**src/rtl/countdown_time_entry.sv**
```systemverilog
// Operator front end for the countdown timer: debounced buttons edit a 4-digit BCD time,
// launch the timer with a start pulse, then blink an alarm after the timer's stop pulse.
module countdown_time_entry #(
  parameter int DEBOUNCE_CYCLES = 1_000_000,
  parameter int BLINK_DIV       = 25_000_000,
  parameter int ALARM_BLINKS    = 6
) (
  input  logic        clk,
  input  logic        rst_n,
  input  logic        btn_up,
  input  logic        btn_down,
  input  logic        btn_sel,
  input  logic        btn_go,
  input  logic        stop_in,
  output logic [15:0] time_out,
  output logic        start_out,
  output logic        busy,
  output logic [15:0] digits,
  output logic [1:0]  digit_sel,
  output logic        alarm_led
);

  localparam int DB_W   = $clog2(DEBOUNCE_CYCLES + 1);
  localparam int BL_W   = $clog2(BLINK_DIV + 1);
  localparam int HALF_W = $clog2(2 * ALARM_BLINKS + 1);

  localparam logic [DB_W-1:0]   DB_LAST   = DB_W'(DEBOUNCE_CYCLES - 1);
  localparam logic [BL_W-1:0]   BL_LAST   = BL_W'(BLINK_DIV - 1);
  localparam logic [HALF_W-1:0] HALF_LAST = HALF_W'(2 * ALARM_BLINKS - 1);

  typedef enum logic [1:0] {
    EDIT      = 2'd0,
    LAUNCH    = 2'd1,
    WAIT_STOP = 2'd2,
    ALARM     = 2'd3
  } state_t;

  state_t state, state_nxt;

  // Button index order: 0 up, 1 down, 2 sel, 3 go
  logic [3:0]      btn_raw;
  logic [3:0]      btn_p0;
  logic [3:0]      btn_p1;
  logic [3:0]      db_level;
  logic [3:0]      press;
  logic [DB_W-1:0] db_cnt [4];

  logic go_evt, sel_evt, up_evt, down_evt, any_evt;

  logic [BL_W-1:0]   blink_cnt;
  logic [HALF_W-1:0] half_cnt;
  logic              blink_wrap;
  logic              half_last;

  function automatic logic [3:0] bcd_step(input logic [3:0] d, input logic inc);
    logic [3:0] r;
    if (inc) r = (d >= 4'd9) ? 4'd0 : d + 4'd1;
    else     r = (d == 4'd0) ? 4'd9 : d - 4'd1;
    return r;
  endfunction

  function automatic logic [15:0] bcd_to_bin(input logic [15:0] b);
    return ({12'd0, b[15:12]} * 16'd1000) + ({12'd0, b[11:8]} * 16'd100)
         + ({12'd0, b[7:4]} * 16'd10) + {12'd0, b[3:0]};
  endfunction

  assign btn_raw = {btn_go, btn_sel, btn_down, btn_up};

  // Stage p0/p1: two-flop synchronizer; then per-button debounce and rising-edge event
  always_ff @(posedge clk or negedge rst_n) begin
    if (!rst_n) begin
      btn_p0   <= '0;
      btn_p1   <= '0;
      db_level <= '0;
      press    <= '0;
      for (int i = 0; i < 4; i++) db_cnt[i] <= '0;
    end else begin
      btn_p0 <= btn_raw;
      btn_p1 <= btn_p0;
      for (int i = 0; i < 4; i++) begin
        press[i] <= 1'b0;
        if (btn_p1[i] == db_level[i]) begin
          db_cnt[i] <= '0;
        end else if (db_cnt[i] == DB_LAST) begin
          db_cnt[i]   <= '0;
          db_level[i] <= btn_p1[i];
          press[i]    <= btn_p1[i];
        end else begin
          db_cnt[i] <= db_cnt[i] + 1'b1;
        end
      end
    end
  end

  // Simultaneous events resolve go > sel > up > down; losers are dropped
  assign go_evt   = press[3];
  assign sel_evt  = press[2] & ~press[3];
  assign up_evt   = press[0] & ~press[3] & ~press[2];
  assign down_evt = press[1] & ~press[3] & ~press[2] & ~press[0];
  assign any_evt  = |press;

  assign blink_wrap = (blink_cnt == BL_LAST);
  assign half_last  = (half_cnt == HALF_LAST);

  always_ff @(posedge clk or negedge rst_n) begin
    if (!rst_n) state <= EDIT;
    else        state <= state_nxt;
  end

  always_comb begin
    state_nxt = state;
    case (state)
      EDIT:      if (go_evt && (digits != 16'h0000)) state_nxt = LAUNCH;
      LAUNCH:    state_nxt = WAIT_STOP;
      WAIT_STOP: if (stop_in) state_nxt = ALARM;
      ALARM: begin
        if (any_evt)                      state_nxt = EDIT;
        else if (blink_wrap && half_last) state_nxt = EDIT;
      end
      default:   state_nxt = EDIT;
    endcase
  end

  // Digit editing only in EDIT; a go press never edits
  always_ff @(posedge clk or negedge rst_n) begin
    if (!rst_n) begin
      digits    <= '0;
      digit_sel <= '0;
    end else if (state == EDIT) begin
      if (sel_evt) begin
        digit_sel <= digit_sel + 2'd1;
      end else if (up_evt || down_evt) begin
        digits[{digit_sel, 2'b00} +: 4] <= bcd_step(digits[{digit_sel, 2'b00} +: 4], up_evt);
      end
    end
  end

  // Output registers follow the next state so start_out/busy align with the state itself
  always_ff @(posedge clk or negedge rst_n) begin
    if (!rst_n) begin
      time_out  <= '0;
      start_out <= 1'b0;
      busy      <= 1'b0;
    end else begin
      time_out  <= bcd_to_bin(digits);
      start_out <= (state_nxt == LAUNCH);
      busy      <= (state_nxt != EDIT);
    end
  end

  always_ff @(posedge clk or negedge rst_n) begin
    if (!rst_n) begin
      alarm_led <= 1'b0;
      blink_cnt <= '0;
      half_cnt  <= '0;
    end else if (state == WAIT_STOP && state_nxt == ALARM) begin
      alarm_led <= 1'b1;
      blink_cnt <= '0;
      half_cnt  <= '0;
    end else if (state == ALARM) begin
      if (state_nxt == EDIT) begin
        alarm_led <= 1'b0;
      end else if (blink_wrap) begin
        alarm_led <= ~alarm_led;
        blink_cnt <= '0;
        half_cnt  <= half_cnt + 1'b1;
      end else begin
        blink_cnt <= blink_cnt + 1'b1;
      end
    end else begin
      alarm_led <= 1'b0;
    end
  end

endmodule

```
**config.mk**
```make
export PLATFORM = sky130hd
export DESIGN_NAME = countdown_time_entry
export DESIGN_NICKNAME = d
export VERILOG_FILES = /design/src/rtl/countdown_time_entry.sv
export SDC_FILE = /design/constraint.sdc
export NUM_CORES = 1
export LEC_CHECK = 0
export ABC_AREA = 1
export ABC_CLOCK_PERIOD_IN_PS = 6000
export CORE_UTILIZATION = 30
export CTS_CLUSTER_DIAMETER = 60
export DETAILED_ROUTE_END_ITERATION = 6
export PLACE_DENSITY_LB_ADDON = 0.3
export SKIP_LAST_GASP = 1
export SYNTH_ARGS = -nofsm -noshare
export SYNTH_HDL_FRONTEND = slang
export SYNTH_SLANG_ARGS = --single-unit
```
**constraint.sdc**
```tcl
create_clock -name clk -period 6 [get_ports clk]
set_clock_uncertainty 0.05 [all_clocks]
set_input_delay 0.6 -clock clk [delete_from_list [all_inputs] [get_ports clk]]
set_output_delay 0.6 -clock clk [all_outputs]
set_load 0.005 [all_outputs]
```
* Word-level counts from Yosys, hierarchy flattened
Index checks and enable logic that the tools add are counted.
** Storage, ports and cells
- Bits in registers :: 164
- Output and inout port bits :: 37
- Bits of input ports :: 7
- Word-level logic and storage cells :: 132
** Cells by class
- Shift operators :: 3
- Add/sub/neg operators :: 13
- Equal/unequal tests :: 17
- Multiplexer cells :: 40
- Order comparisons :: 1
- $mul :: 3
- Reduce and logical (&&, ||, !) cells :: 20
- Bitwise logic cells :: 15
** Operators with widths (number)
- 2-to-1 mux 20 bit :: 8
- 2-to-1 mux 25 bit :: 4
- adder 20 x 1 -> 20 bit, second input constant :: 4
- == test 20 bit, second input constant :: 4
- 2-to-1 mux 4 bit :: 10
- adder 25 x 1 -> 25 bit, second input constant :: 1
- == test 25 bit, second input constant :: 1
- adder 15 x 8 -> 16 bit :: 1
- adder 16 x 4 -> 16 bit :: 1
- bitwise mux 16 bit :: 1
- nonzero test 16 bit :: 1
- variable shift 4 x 6 -> 16 bit, first input constant :: 1
- indexed part select 16 x 5 -> 4 bit :: 1
- indexed part select 4 x 6 -> 16 bit :: 1
- adder 14 x 11 -> 15 bit :: 1
- 2-to-1 mux 1 bit :: 12
- AND reduction 2 bit :: 6
- multiplier 4 x 7 -> 11 bit, second input constant :: 1
- multiplier 4 x 5 -> 9 bit, second input constant :: 1
- NOT 1 bit :: 9
- adder 4 x 1 -> 4 bit, second input constant :: 2
- 2-to-1 mux 2 bit :: 4
- case mux 2 bit (4 select lines) :: 1
- multiplier 4 x 3 -> 7 bit, second input constant :: 1
- 18 further kinds :: 35

* Depth between registers and ports, before layout
- Depth in word-level cells :: 10
- Mapped depth :: 21
- Gate-level depth less buffers :: 21

* Least setup slack after synthesis
No wires, ideal clock.
- Kind :: reg-to-reg
- Start point :: reg digits[14]
- End point :: reg time_out[13]
- Path buffers :: 0
- Setup slack :: 1.815 ns
- Arrival time :: 4.019 ns
- Clock period less this slack :: 4.185 ns
- Stages on the path, launching flop included :: 19
- Cell sequence :: dfrtp_1 > fa_1 > inv_1 > fa_1 > inv_1 > ha_1 > nand2_1 > o21ai_0 > xor2_1 > ha_1 > ha_1 > ha_1 > a21o_1 > a31oi_1 > nand2_1 > a31oi_1 > inv_1 > nand2_1 > nand2_1
** On the way
- Word-level cells in the longest chain between the ends :: 4
** RTL lines
- from (decl) :: RTL line 18 : output logic [15:0] digits,
- from (signal, indexed assignment) :: RTL line 133 : digits[{digit_sel, 2'b00} +: 4] <= bcd_step(digits[{digit_sel, 2'b00} +: 4], up_evt);
- multiplier 4 x 7 -> 11 bit :: RTL line 63 : return ({12'd0, b[15:12]} * 16'd1000) + ({12'd0, b[11:8]} * 16'd100)
- adder 14 x 11 -> 15 bit :: RTL line 63
- adder 15 x 8 -> 16 bit :: RTL line 64 : + ({12'd0, b[7:4]} * 16'd10) + {12'd0, b[3:0]};
- adder 16 x 4 -> 16 bit :: RTL line 64
- to (signal assigned) :: RTL line 145 : time_out <= bcd_to_bin(digits);
- to (decl) :: RTL line 15 : output logic [15:0] time_out,
No other way between the ends.
A chain may end at the register's enable or synchronous reset.

* Final worst setup path
- Start point :: reg digits[14]
- End point :: reg time_out[14]
The elaborated chain is that of the path after synthesis.

==> results_dict.tcl <==
set metrics [dict create \
    max_clock_freq_ghz 0.222 \
    holdBufCountCts 0 \
    drive_above_1_share 0.0563 \
    numCtsBuffers 17 \
    dr.pass1.iters 6 \
    p_per_area_mw_per_mm2 215 \
    critPathSlowestCell "fa_1" \
    required_ns 6.26 \
    overflow 0 \
    netlist_instances 1270 \
    cp.arrival_ns 4.77 \
    cts_sinks 163 \
    dp.cells 1747 \
    rsz0062_at_grt "false" \
    synth_top_cells_by_area "dfrtp_1 (40%), nand2_1 (9.7%), ha_1 (8.2%)" \
    drtAntennaViolNets 0 \
    yosysMostFrequentCell "nand2_1" \
    area_growth_pct 14.5 \
    min-delay-path-class "in2async" \
    worstPathMaxFanout 9 \
    cts-root-buf "clkbuf_16" \
    synth_edf_count 0 \
    ir_drop_uv 178 \
    antenna_found_initial 0 \
    viasPerCell 4.64 \
    crit_type "reg2reg" \
    hold_viol_final 0 \
    ys_top_cells_by_count "nand2_1 (264), inv_1 (164), dfrtp_1 (163)" \
    grt_use_met1 0.189 \
    die_y_um 187 \
    post_cts_resized 0 \
    drc 0 \
    end_kind "flop" \
    start_util 0.305 \
    synth_fp_nets 1361 \
    worstSkewPairLatency_ns 0.43 \
    reg2reg_to "time_out[14]" \
    rows 67 \
    fin_crit_ns 4.51 \
    tightest_slew_ns 0.717 \
    cts_setup_buffers 0 \
    die-area_mm2 0.0348 \
    yosys_most_used_dff "dfrtp_1" \
    synth_top_area_frac 0.399 \
    busiest_layer "met2" \
    io_pins 44 \
    drv_cap 0 \
    diodes 0 \
    synth_area_mm2 0.0102 \
    grt_first_pass_wirelength_um 39300 \
    yosysTopAreaCell "dfrtp_1" \
    ys_warn_count 0 \
    grt_max_degree 63 \
    tns_ns 0 \
    status "finished clean" \
    reg2reg_slack_ns 1.49 \
    synth-seq-cells 163 \
    timing.final.crit_share 0.752 \
    gr-usage-met2 0.218 \
    stdcell_count 1779 \
    hpwl_um 16900 \
    drv_slew 0 \
    slowest_delay_ns 0.64 \
    slew_headroom 0.522 \
    crit_top_cell "ha_1" \
    path_cells "fa_1, inv_1, fa_1, inv_1, ha_1, a21oi_1, nand2_1, xor2_1, ha_1, ha_1, ha_1, a21oi_1, nor2_1, a211oi_1, nand3_1, a21oi_1, nor2_1" \
    ys_seq_area_frac 0.399 \
    chipWidth_um 187 \
    fin_nets 1409 \
    routed_wl_um 22600 \
    wl_per_cell_um 12.7 \
    drt_iter0_markers 427 \
    hold_slack_ns 0.0785 \
    setup_violations 0 \
    gp_congestion 0.876 \
    path_clk_slew_ns 0.07 \
    p_leak_nw 5.60 \
    cts_tree "built" \
    ys_async_sr_fraction 1.00 \
    grtUsageTotal 0.137 \
    rr_worst_depth 17 \
    rr_startpoint "digits[14]" \
    p_total_w 0.00252 \
    cts_max_level 4 \
    syn_avg_cell_area_um2 8.06 \
    met3_usage 0.0258 \
    first_global_vias 8058 \
    core-area_mm2 0.0335 \
    cts_buffer_depth 2 \
    fillers 3542 \
    synth_cell_type_count 48 \
    cp-start-kind "flop" \
    num_vias 8250 \
    io_buffers 42 \
]
## cell type report
type | instances | area (µm²) | area share
clock buffers | 18 | 429 | 0.0366
clock inverters | 14 | 154 | 0.0131
inverters | 169 | 639 | 0.0546
multi-input cells | 923 | 5420 | 0.462
flip-flops and latches | 163 | 4080 | 0.348
well taps | 448 | 561 | 0.0478
repair buffers | 44 | 437 | 0.0373
## critical path, delay by kind of cell (launching register included)
kind,cells,cell delay [ns]
DFF,1,0.51
adders and majority gates,6,2.44
buffers and inverters,2,0.15
xor gates and xnor gates,1,0.16
and+or+nand+nor,4,0.37
AOI/OAI and AO/OA,4,0.72
## cells by family (layout without fill, tap and decap cells)
kind of cell / after synthesis / count (layout) / share of synthesized area
AOI/OAI and AO/OA: 122 / 122 / 0.0685
xor gates and xnor gates: 71 / 71 / 0.0608
adders and majority gates: 84 / 84 / 0.115
buffers and inverters: 184 / 245 / 0.0719
DFF: 163 / 163 / 0.399
other: 1 / 1 / 0.000366
and+or+nand+nor: 645 / 645 / 0.285
## metal layers
layer	part of all wire	up-vias
li1	-	4230
met1	0.50	3874
met5	0	-
met4	0.012	0
met2	0.46	127
met3	0.033	19
## flip-flops by register name, indices dropped and copies added (netlist names)
signal,count
db_cnt,80
start_out,1
alarm_led,1
state,2
btn_p0,4
press,4
btn_p1,4
digit_sel,2
half_cnt,4
time_out,15
busy,1
blink_cnt,25
db_level,4
digits,16
## cell usage in the layout (no fill, tap or decap), types with 4 or more instances in the layout
master,Yosys,layout
xnor2_1,17,17
nor2_2,4,4
nand3b_1,4,4
a31oi_1,6,6
fa_1,17,17
inv_6,1,4
clkbuf_16,0,17
nor4_1,9,9
or2_2,6,6
nor2_1,144,144
o21ai_2,10,10
o21ai_1,8,8
a21oi_1,44,44
inv_1,164,164
nand4_1,39,39
ha_1,67,67
nor3b_1,6,6
nor3_1,39,39
nand3_1,107,107
xor2_1,54,54
o21a_1,8,8
inv_2,4,4
nor3_2,6,6
clkdlybuf4s50_1,0,41
o21ai_0,35,35
dfrtp_1,163,163
nand2_1,264,264
## through the flow
step	worst slack, ns	instance area [µm²]	util
after floorplan	1.81	10200	-
after CTS	1.49	11700	0.349
after detailed placement	1.52	11100	0.332
after global routing	1.17	11700	0.349
final	1.49	11700	0.349
after global placement	1.55	11100	0.332
## how the worst max path moves through the flow
| stage | start | slack, ns | endpoint |
|---|---|---|---|
| after floorplan | digits[14] | 1.81 | time_out[13] |
| after global placement | digits[14] | 1.55 | time_out[13] |
| after detailed placement | digits[14] | 1.52 | time_out[13] |
| after CTS | digits[14] | 1.49 | time_out[13] |
| after global routing | digits[14] | 1.17 | time_out[13] |
| final | digits[14] | 1.49 | time_out[14] |
## power breakdown
group          total (W)  internal, W  switching, W
registers        0.00120      0.00115     0.0000518
logic           0.000224    0.0000792      0.000145
clock network    0.00109     0.000619      0.000473
total            0.00252      0.00185      0.000670
(Power assumes the default switching activity.)
